[config.mk]
export PLATFORM = sky130hd
export DESIGN_NAME = divmod
export DESIGN_NICKNAME = d
export VERILOG_FILES = /design/src/rtl/divmod.sv
export SDC_FILE = /design/constraint.sdc
export NUM_CORES = 1
export LEC_CHECK = 0
export ABC_AREA = 1
export BUFFER_PORTS_ARGS = -buffer_cell sky130_fd_sc_hd__buf_2
export CAP_MARGIN = 40
export CORE_MARGIN = 2
export CORE_UTILIZATION = 45
export DETAILED_ROUTE_END_ITERATION = 8
export MAX_ROUTING_LAYER = met4
export PLACE_DENSITY = 0.63
export SLEW_MARGIN = 0
export SYNTH_ARGS = -nofsm -noshare
export SYNTH_HDL_FRONTEND = slang
export SYNTH_SLANG_ARGS = --single-unit
[constraint.sdc]
create_clock -name UserCLK -period 3.2 [get_ports UserCLK]
set_input_delay 0 -clock UserCLK [delete_from_list [all_inputs] [get_ports UserCLK]]
set_output_delay 0 -clock UserCLK [all_outputs]
set_load 0.01 [all_outputs]
[src/rtl/divmod.sv]
// divmod: 20-bit by 8-bit restoring divider producing one quotient bit per cycle.
// Signed (truncating) division is compiled in by defining DIVMOD_SIGNED_EN.
module divmod #(
    parameter int unsigned NoConfigBits = 2
) (
    input  logic                    UserCLK,
    input  logic                    clr_n,
    input  logic                    start,
    input  logic                    N19, N18, N17, N16, N15, N14, N13, N12, N11, N10,
    input  logic                    N9, N8, N7, N6, N5, N4, N3, N2, N1, N0,
    input  logic                    D7, D6, D5, D4, D3, D2, D1, D0,
    input  logic [NoConfigBits-1:0] ConfigBits,
    output logic                    Q19, Q18, Q17, Q16, Q15, Q14, Q13, Q12, Q11, Q10,
    output logic                    Q9, Q8, Q7, Q6, Q5, Q4, Q3, Q2, Q1, Q0,
    output logic                    R7, R6, R5, R4, R3, R2, R1, R0,
    output logic                    busy,
    output logic                    done,
    output logic                    dz
);

    localparam int unsigned NW = 20;
    localparam int unsigned DW = 8;
    localparam int unsigned CW = 5;

`ifdef DIVMOD_SIGNED_EN
    typedef enum logic [1:0] {IDLE, RUN, FIXUP, DONE} state_t;
`else
    typedef enum logic [1:0] {IDLE, RUN, DONE} state_t;
`endif

    state_t state, state_next;

    logic [NW-1:0] n_in, n_op, q_sh, q_step, q_reg;
    logic [DW-1:0] d_in, d_op, dvs, rem, rem_step, r_reg;
    logic [DW:0]   part_rem;
    logic [CW-1:0] cnt;
    logic          busy_reg, done_reg, dz_reg;
    logic          accept_c, sticky_c, dzero_c, last_c, unused_cfg;

    assign n_in = {N19, N18, N17, N16, N15, N14, N13, N12, N11, N10,
                   N9, N8, N7, N6, N5, N4, N3, N2, N1, N0};
    assign d_in = {D7, D6, D5, D4, D3, D2, D1, D0};

    assign sticky_c   = ConfigBits[1];
    assign unused_cfg = ^ConfigBits;
    assign accept_c   = start && (state == IDLE || state == DONE);
    assign dzero_c    = (d_in == '0);
    assign last_c     = (cnt == CW'(NW - 1));

`ifdef DIVMOD_SIGNED_EN
    logic signed_c, signed_op, neg_q, neg_r;

    // Signed mode divides magnitudes; 0x80000 and 0x80 stay representable as unsigned.
    assign signed_c = ConfigBits[0];
    assign n_op = (signed_c && n_in[NW-1]) ? -n_in : n_in;
    assign d_op = (signed_c && d_in[DW-1]) ? -d_in : d_in;
`else
    assign n_op = n_in;
    assign d_op = d_in;
`endif

    // One restoring step: shift the next dividend bit into the 9-bit partial remainder.
    always_comb begin
        part_rem = {rem, q_sh[NW-1]};
        rem_step = part_rem[DW-1:0];
        q_step   = {q_sh[NW-2:0], 1'b0};
        if (part_rem >= {1'b0, dvs}) begin
            rem_step  = DW'(part_rem - {1'b0, dvs});
            q_step[0] = 1'b1;
        end
    end

    always_ff @(posedge UserCLK) begin
        if (!clr_n) state <= IDLE;
        else        state <= state_next;
    end

    always_comb begin
        state_next = state;
        case (state)
            IDLE: begin
                if (accept_c) state_next = dzero_c ? DONE : RUN;
            end
            RUN: begin
`ifdef DIVMOD_SIGNED_EN
                if (last_c) state_next = signed_op ? FIXUP : DONE;
`else
                if (last_c) state_next = DONE;
`endif
            end
`ifdef DIVMOD_SIGNED_EN
            FIXUP: state_next = DONE;
`endif
            DONE: begin
                if (accept_c)      state_next = dzero_c ? DONE : RUN;
                else if (!sticky_c) state_next = IDLE;
            end
            default: state_next = IDLE;
        endcase
    end

    // Datapath and registered status outputs.
    always_ff @(posedge UserCLK) begin
        if (!clr_n) begin
            cnt      <= '0;
            q_sh     <= '0;
            rem      <= '0;
            dvs      <= '0;
            q_reg    <= '0;
            r_reg    <= '0;
            dz_reg   <= 1'b0;
            busy_reg <= 1'b0;
            done_reg <= 1'b0;
`ifdef DIVMOD_SIGNED_EN
            signed_op <= 1'b0;
            neg_q     <= 1'b0;
            neg_r     <= 1'b0;
`endif
        end else begin
`ifdef DIVMOD_SIGNED_EN
            busy_reg <= (state_next == RUN) || (state_next == FIXUP);
`else
            busy_reg <= (state_next == RUN);
`endif
            done_reg <= (state_next == DONE);
            if (accept_c) begin
                cnt    <= '0;
                q_sh   <= n_op;
                dvs    <= d_op;
                rem    <= '0;
                dz_reg <= dzero_c;
                if (dzero_c) begin
                    q_reg <= '1;
                    r_reg <= n_in[DW-1:0];
                end
`ifdef DIVMOD_SIGNED_EN
                signed_op <= signed_c;
                neg_q     <= signed_c && (n_in[NW-1] ^ d_in[DW-1]);
                neg_r     <= signed_c && n_in[NW-1];
`endif
            end else if (state == RUN) begin
                cnt  <= last_c ? '0 : cnt + CW'(1);
                q_sh <= q_step;
                rem  <= rem_step;
`ifdef DIVMOD_SIGNED_EN
                if (last_c && !signed_op) begin
`else
                if (last_c) begin
`endif
                    q_reg <= q_step;
                    r_reg <= rem_step;
                end
`ifdef DIVMOD_SIGNED_EN
            end else if (state == FIXUP) begin
                q_reg <= neg_q ? -q_sh : q_sh;
                r_reg <= neg_r ? -rem : rem;
`endif
            end
        end
    end

    assign {Q19, Q18, Q17, Q16, Q15, Q14, Q13, Q12, Q11, Q10,
            Q9, Q8, Q7, Q6, Q5, Q4, Q3, Q2, Q1, Q0} = q_reg;
    assign {R7, R6, R5, R4, R3, R2, R1, R0} = r_reg;
    assign busy = busy_reg;
    assign done = done_reg;
    assign dz   = dz_reg;

endmodule
Yosys cells after proc, flatten, opt, wreduce, memory -nomap -nowiden
Cells that the tools add are included.

word-level totals
  word-level logic and storage cells = 47
  register bits after elaboration = 74
  output and inout bits = 31
  bits of input ports = 33

cells by class
  multiplexer cells = 19
  order comparisons = 1
  bitwise gates (word level) = 1
  $add $sub $neg = 2
  reduce and logical (&&, ||, !) cells = 8
  equality and inequality tests = 6

operators with widths
  kind                 count
  $mux 20              6
  $mux 8               5
  $mux 2               5
  $ge 9x8->1           1
  $logic_not 8->1      1
  $sub 8x8->8          1
  $pmux 2 s3           1
  $add 5x1->5 const B  1
  $eq 5x5->1 const B   1
  $mux 5               1
  $eq 2x1->1 const B   2
  $eq 2x2->1 const B   2
  $reduce_bool 2->1    2
  $reduce_and 3->1     1
  $logic_not 2->1      1
  $ne 2x1->1 const B   1
  $reduce_or 2->1      1
  $logic_and 1x1->1    1
  $logic_or 1x1->1     1
  $mux 1               1
  $not 1->1            1

Longest topological paths before layout
  depth after elaboration = 6
  mapped depth = 14
  depth with buffers taken out = 14

Least setup slack after synthesis
OpenSTA, ideal clock, no wires.

  path type = reg-to-reg
  start point = register dvs[6]
  end point = register rem[7]
  required time = 3.087 ns
  library setup time = 0.113 ns
  data arrival time = 1.525 ns
  path slack = 1.562 ns
  cell stages (with the launch flop) = 13
  cells stage by stage = dfxtp_1 inv_1 ha_1 nand2_1 nand2_1 nand2_1 nand2_1 a21oi_4 nand2_4 nand2_1 nand2_1 o21ai_1 inv_1

on the way
  cells in the longest elaborated chain, start to end = 2
  elaborated cells between the ends (all ways) = 3
  those cells by class = add/sub: 1; order compare: 1; mux: 1

ends and longest elaborated chain
  item                                              line    text
  start, declared                                   34      logic [DW-1:0] d_in, d_op, dvs, rem, rem_step, r_reg;
  start signal, assigned                            129     dvs <= d_op;
  $sub 8x8->8 / $ge 9x8->1 (equally long branches)  68, 67
  $mux 8 (*)                                        67      if (part_rem >= {1'b0, dvs}) begin
  end signal, assigned                              144     rem <= rem_step;
  end, declared                                     34

Mark *: on every way between the ends. The rest lies on a longest branch, timed or not.
A chain may end at the register's enable or synchronous reset.

Worst setup path in the final report
  start point = register state[0]
  end point = register q_sh[6]

on the way
  cells in the longest elaborated chain, start to end = 4
  elaborated cells between the ends (all ways) = 7
  those cells by class = eq/ne: 2; mux: 1; reduce/logical: 4

ends and longest elaborated chain
  item                                                  line  text
  start, declared                                       31    state_t state, state_next;
  start signal, assigned                                75    else state <= state_next;
  $eq 2x2->1 / $logic_not 2->1 (equally long branches)  46    assign accept_c = start && (state == IDLE || state == DONE);
  $logic_or 1x1->1                                      46
  $logic_and 1x1->1                                     46
  $mux 20 / $reduce_bool 2->1 (equally long branches)   -
  end signal, assigned                                  128   q_sh <= n_op;
  end signal, assigned                                  143   q_sh <= q_step;
  end, declared                                         33    logic [NW-1:0] n_in, n_op, q_sh, q_step, q_reg;

Parallel ways exist; a longest one is shown, timed or not.

==> metrics <==
total track usage=21.1%; vias in the first global route=3059; Synth Flop Type=dfxtp_1; First-pass DRT Iterations=4; drt first-iter violations=127; # DRC=0; Hold EP=r_reg[1]; syn avg cell area=7.23 um^2; total CTS buffers=9; post-CTS resize count=0; Final Slew Violations=0; Top-Level Pins=64; clock share of power=32.8%; maximum VDD drop=0.325 mV; Worst R2R Path Depth=6; Post-CTS Setup Bufs=0; Cell Rows=32; NetSw=0.000697 W; Clock Tree Buf Depth=2; CP Data Arrival Time=2340 ps; Final nets=601; Async S/R FF share, synth=0%; skew final=7.86 ps; fraction of layout instances using a drive strength above 1=17.2%; unrepaired setup endpoints after global routing=no; number of flops mapped to enable cells by yosys=0; Hold Startpoint=N1; Post-Syn Instances=482; largest net degree at the start of global routing=39; clock latency on the worst-skew pair=340 ps; cell internal pwr=0.00151 W; full die area=8460 um^2; WHS=65.9 ps; global-route wire length before repair=14100 um; reg2reg end=q_sh[6]; max_cap viols=0; Max Fanout on Critical Path=28; Seq/Total Area, Yosys=42.5%; critical path class=flip-flop to flip-flop; root buf cell=clkbuf_8; routed length per placed instance=12.8 um; status=finished clean; gp weighted congestion=0.844; Yosys cell types=34; CTS tree=yes; vias per cell=4.92; reg2reg setup slack=1080 ps; antenna cells=0; reg-to-reg critical path startpoint=state[0]; HPWL Detailed=5910 um; Seq pwr share=44.9%; CP Cell Sequence=nor2_2 -> inv_2 -> nand2_2 -> inv_1 -> a21oi_1 -> nor2_1; #FFs+latches synth=74; Synth warnings=0; Sw Ratio=31.6%; f_max=471 MHz; P_leak=2.14 nW; syn_nets=525; Worst path slowest cell=nor2_2; required time worst endpoint=3420 ps; most frequent cells in the layout=dfxtp_1 (74), nand2_1 (72), a21oi_1 (69); Final Hold Viols=0; Setup crit start kind=flip-flop; commonest non-fill, non-tap cell in the layout=dfxtp_1; CTS Hold Bufs=21; Least-Margin Pin Slew=586 ps; worst hold path cell count=5; DRT antenna net count=0; setup violators final=0; Design Power=0.00221 W; final WL=8520 um; Die Y=92.0 um; Crit path largest cell delay=430 ps; CTS Sinks=74; P per Cell Area=519 nW/um^2; Initial Utilization=45.8%; crit path time final=2120 ps; CP endpoint kind=flip-flop; Die Span X=92.0 um; Vias=3273; Area Growth Syn to Fin=22.1%; initial antenna violation count=0; Comb pwr share=22.2%; Port-buffer cells=62; Rel. slew slack=60.8%; Core Area=7610 um^2; Sum Neg Setup Slack=0 ps; GRT Residual Overflow=0; htree depth=3; Clock Pin Slew Worst Setup and Hold Paths=80 ps; Netlist Area Pre-Place=3480 um^2; Hold WC Path Type=input port to flip-flop; period utilization=66.3%
[area by class of cell]
| type | instances | area, um^2 |
|---|---|---|
| fill | 763 | 3350 |
| sequential | 74 | 1480 |
| multi-input combinational | 322 | 1660 |
| inverter | 65 | 244 |
| tap | 102 | 128 |
| clock inverter | 6 | 66.3 |
| clock buffer | 10 | 128 |
| timing repair buffer | 86 | 543 |
[layer usage]
metal,track usage (%),vias up,part of all wire [%]
met3,3.04,12,3.7
met2,33.7,72,48
met1,27.3,1466,47
li1,-,1723,-
met4,7.71,0,1.7
met5,-,-,0
[cells in the mapped netlist, types with 4 or more instances]
master	n	area [um^2]
a21oi_1	69	345
buf_2	10	50.1
clkbuf_1	8	30.0
dfxtp_1	74	1480
ha_1	9	113
inv_1	61	229
nand2_1	72	270
nand2_2	6	37.5
nand3_1	19	95.1
nor2_1	50	188
o21ai_0	53	265
o21ai_1	4	20.0
o21bai_1	12	90.1
[power groups by stage]
| stage | Combinational (W) | Sequential, W | Clock, W |
|---|---|---|---|
| after floorplan | 0.000364 | 0.00101 | 0 |
| after global placement | 0.000463 | 0.00101 | 0 |
| after detailed placement | 0.000470 | 0.00101 | 0 |
| after CTS | 0.000490 | 0.000992 | 0.000742 |
| after global routing | 0.000557 | 0.000999 | 0.000780 |
| final | 0.000491 | 0.000992 | 0.000726 |
[worst max-delay path: cells and delay by family, from the launching register on]
kind / cells / cell delay [ps]
flip-flops: 1 / 340
buffers and inverters: 2 / 570
AND/OR/NAND/NOR: 3 / 880
AO/OA/AOI/OAI: 1 / 190
[stage by stage]
step	setup slack, ps	instance area, um^2	utilization (%)	std cells
2_1_floorplan	1560	3480	-	482
3_3_place_gp	1100	3850	50.6	628
3_5_place_dp	1080	3850	50.6	628
4_1_cts	1070	4250	55.9	665
5_1_grt	859	4250	55.9	665
6_report	1080	4250	55.9	665
[logic make-up (layout without fill, tap and decap cells)]
family                   count (synthesis)  count (layout)  share of synthesized area, %
AND/OR/NAND/NOR                        161             161                          20.2
buffers and inverters                   86             167                          9.73
AO/OA/AOI/OAI                          147             147                          22.8
adder cells (fa/ha/maj)                 10              10                          3.81
XOR/XNOR                                 4               4                          1.01
flip-flops                              74              74                          42.5
[how the worst max path moves through the flow]
stage | from | cells after the start | slack [ps] | to
2_1_floorplan | dvs[6] | 12 | 1560 | rem[7]
3_3_place_gp | state[0] | 6 | 1100 | q_sh[4]
3_5_place_dp | state[0] | 6 | 1080 | q_sh[3]
4_1_cts | state[0] | 6 | 1070 | q_sh[7]
5_1_grt | state[0] | 6 | 860 | q_sh[7]
6_report | state[0] | 6 | 1080 | q_sh[6]
(Power assumes the default switching activity.)
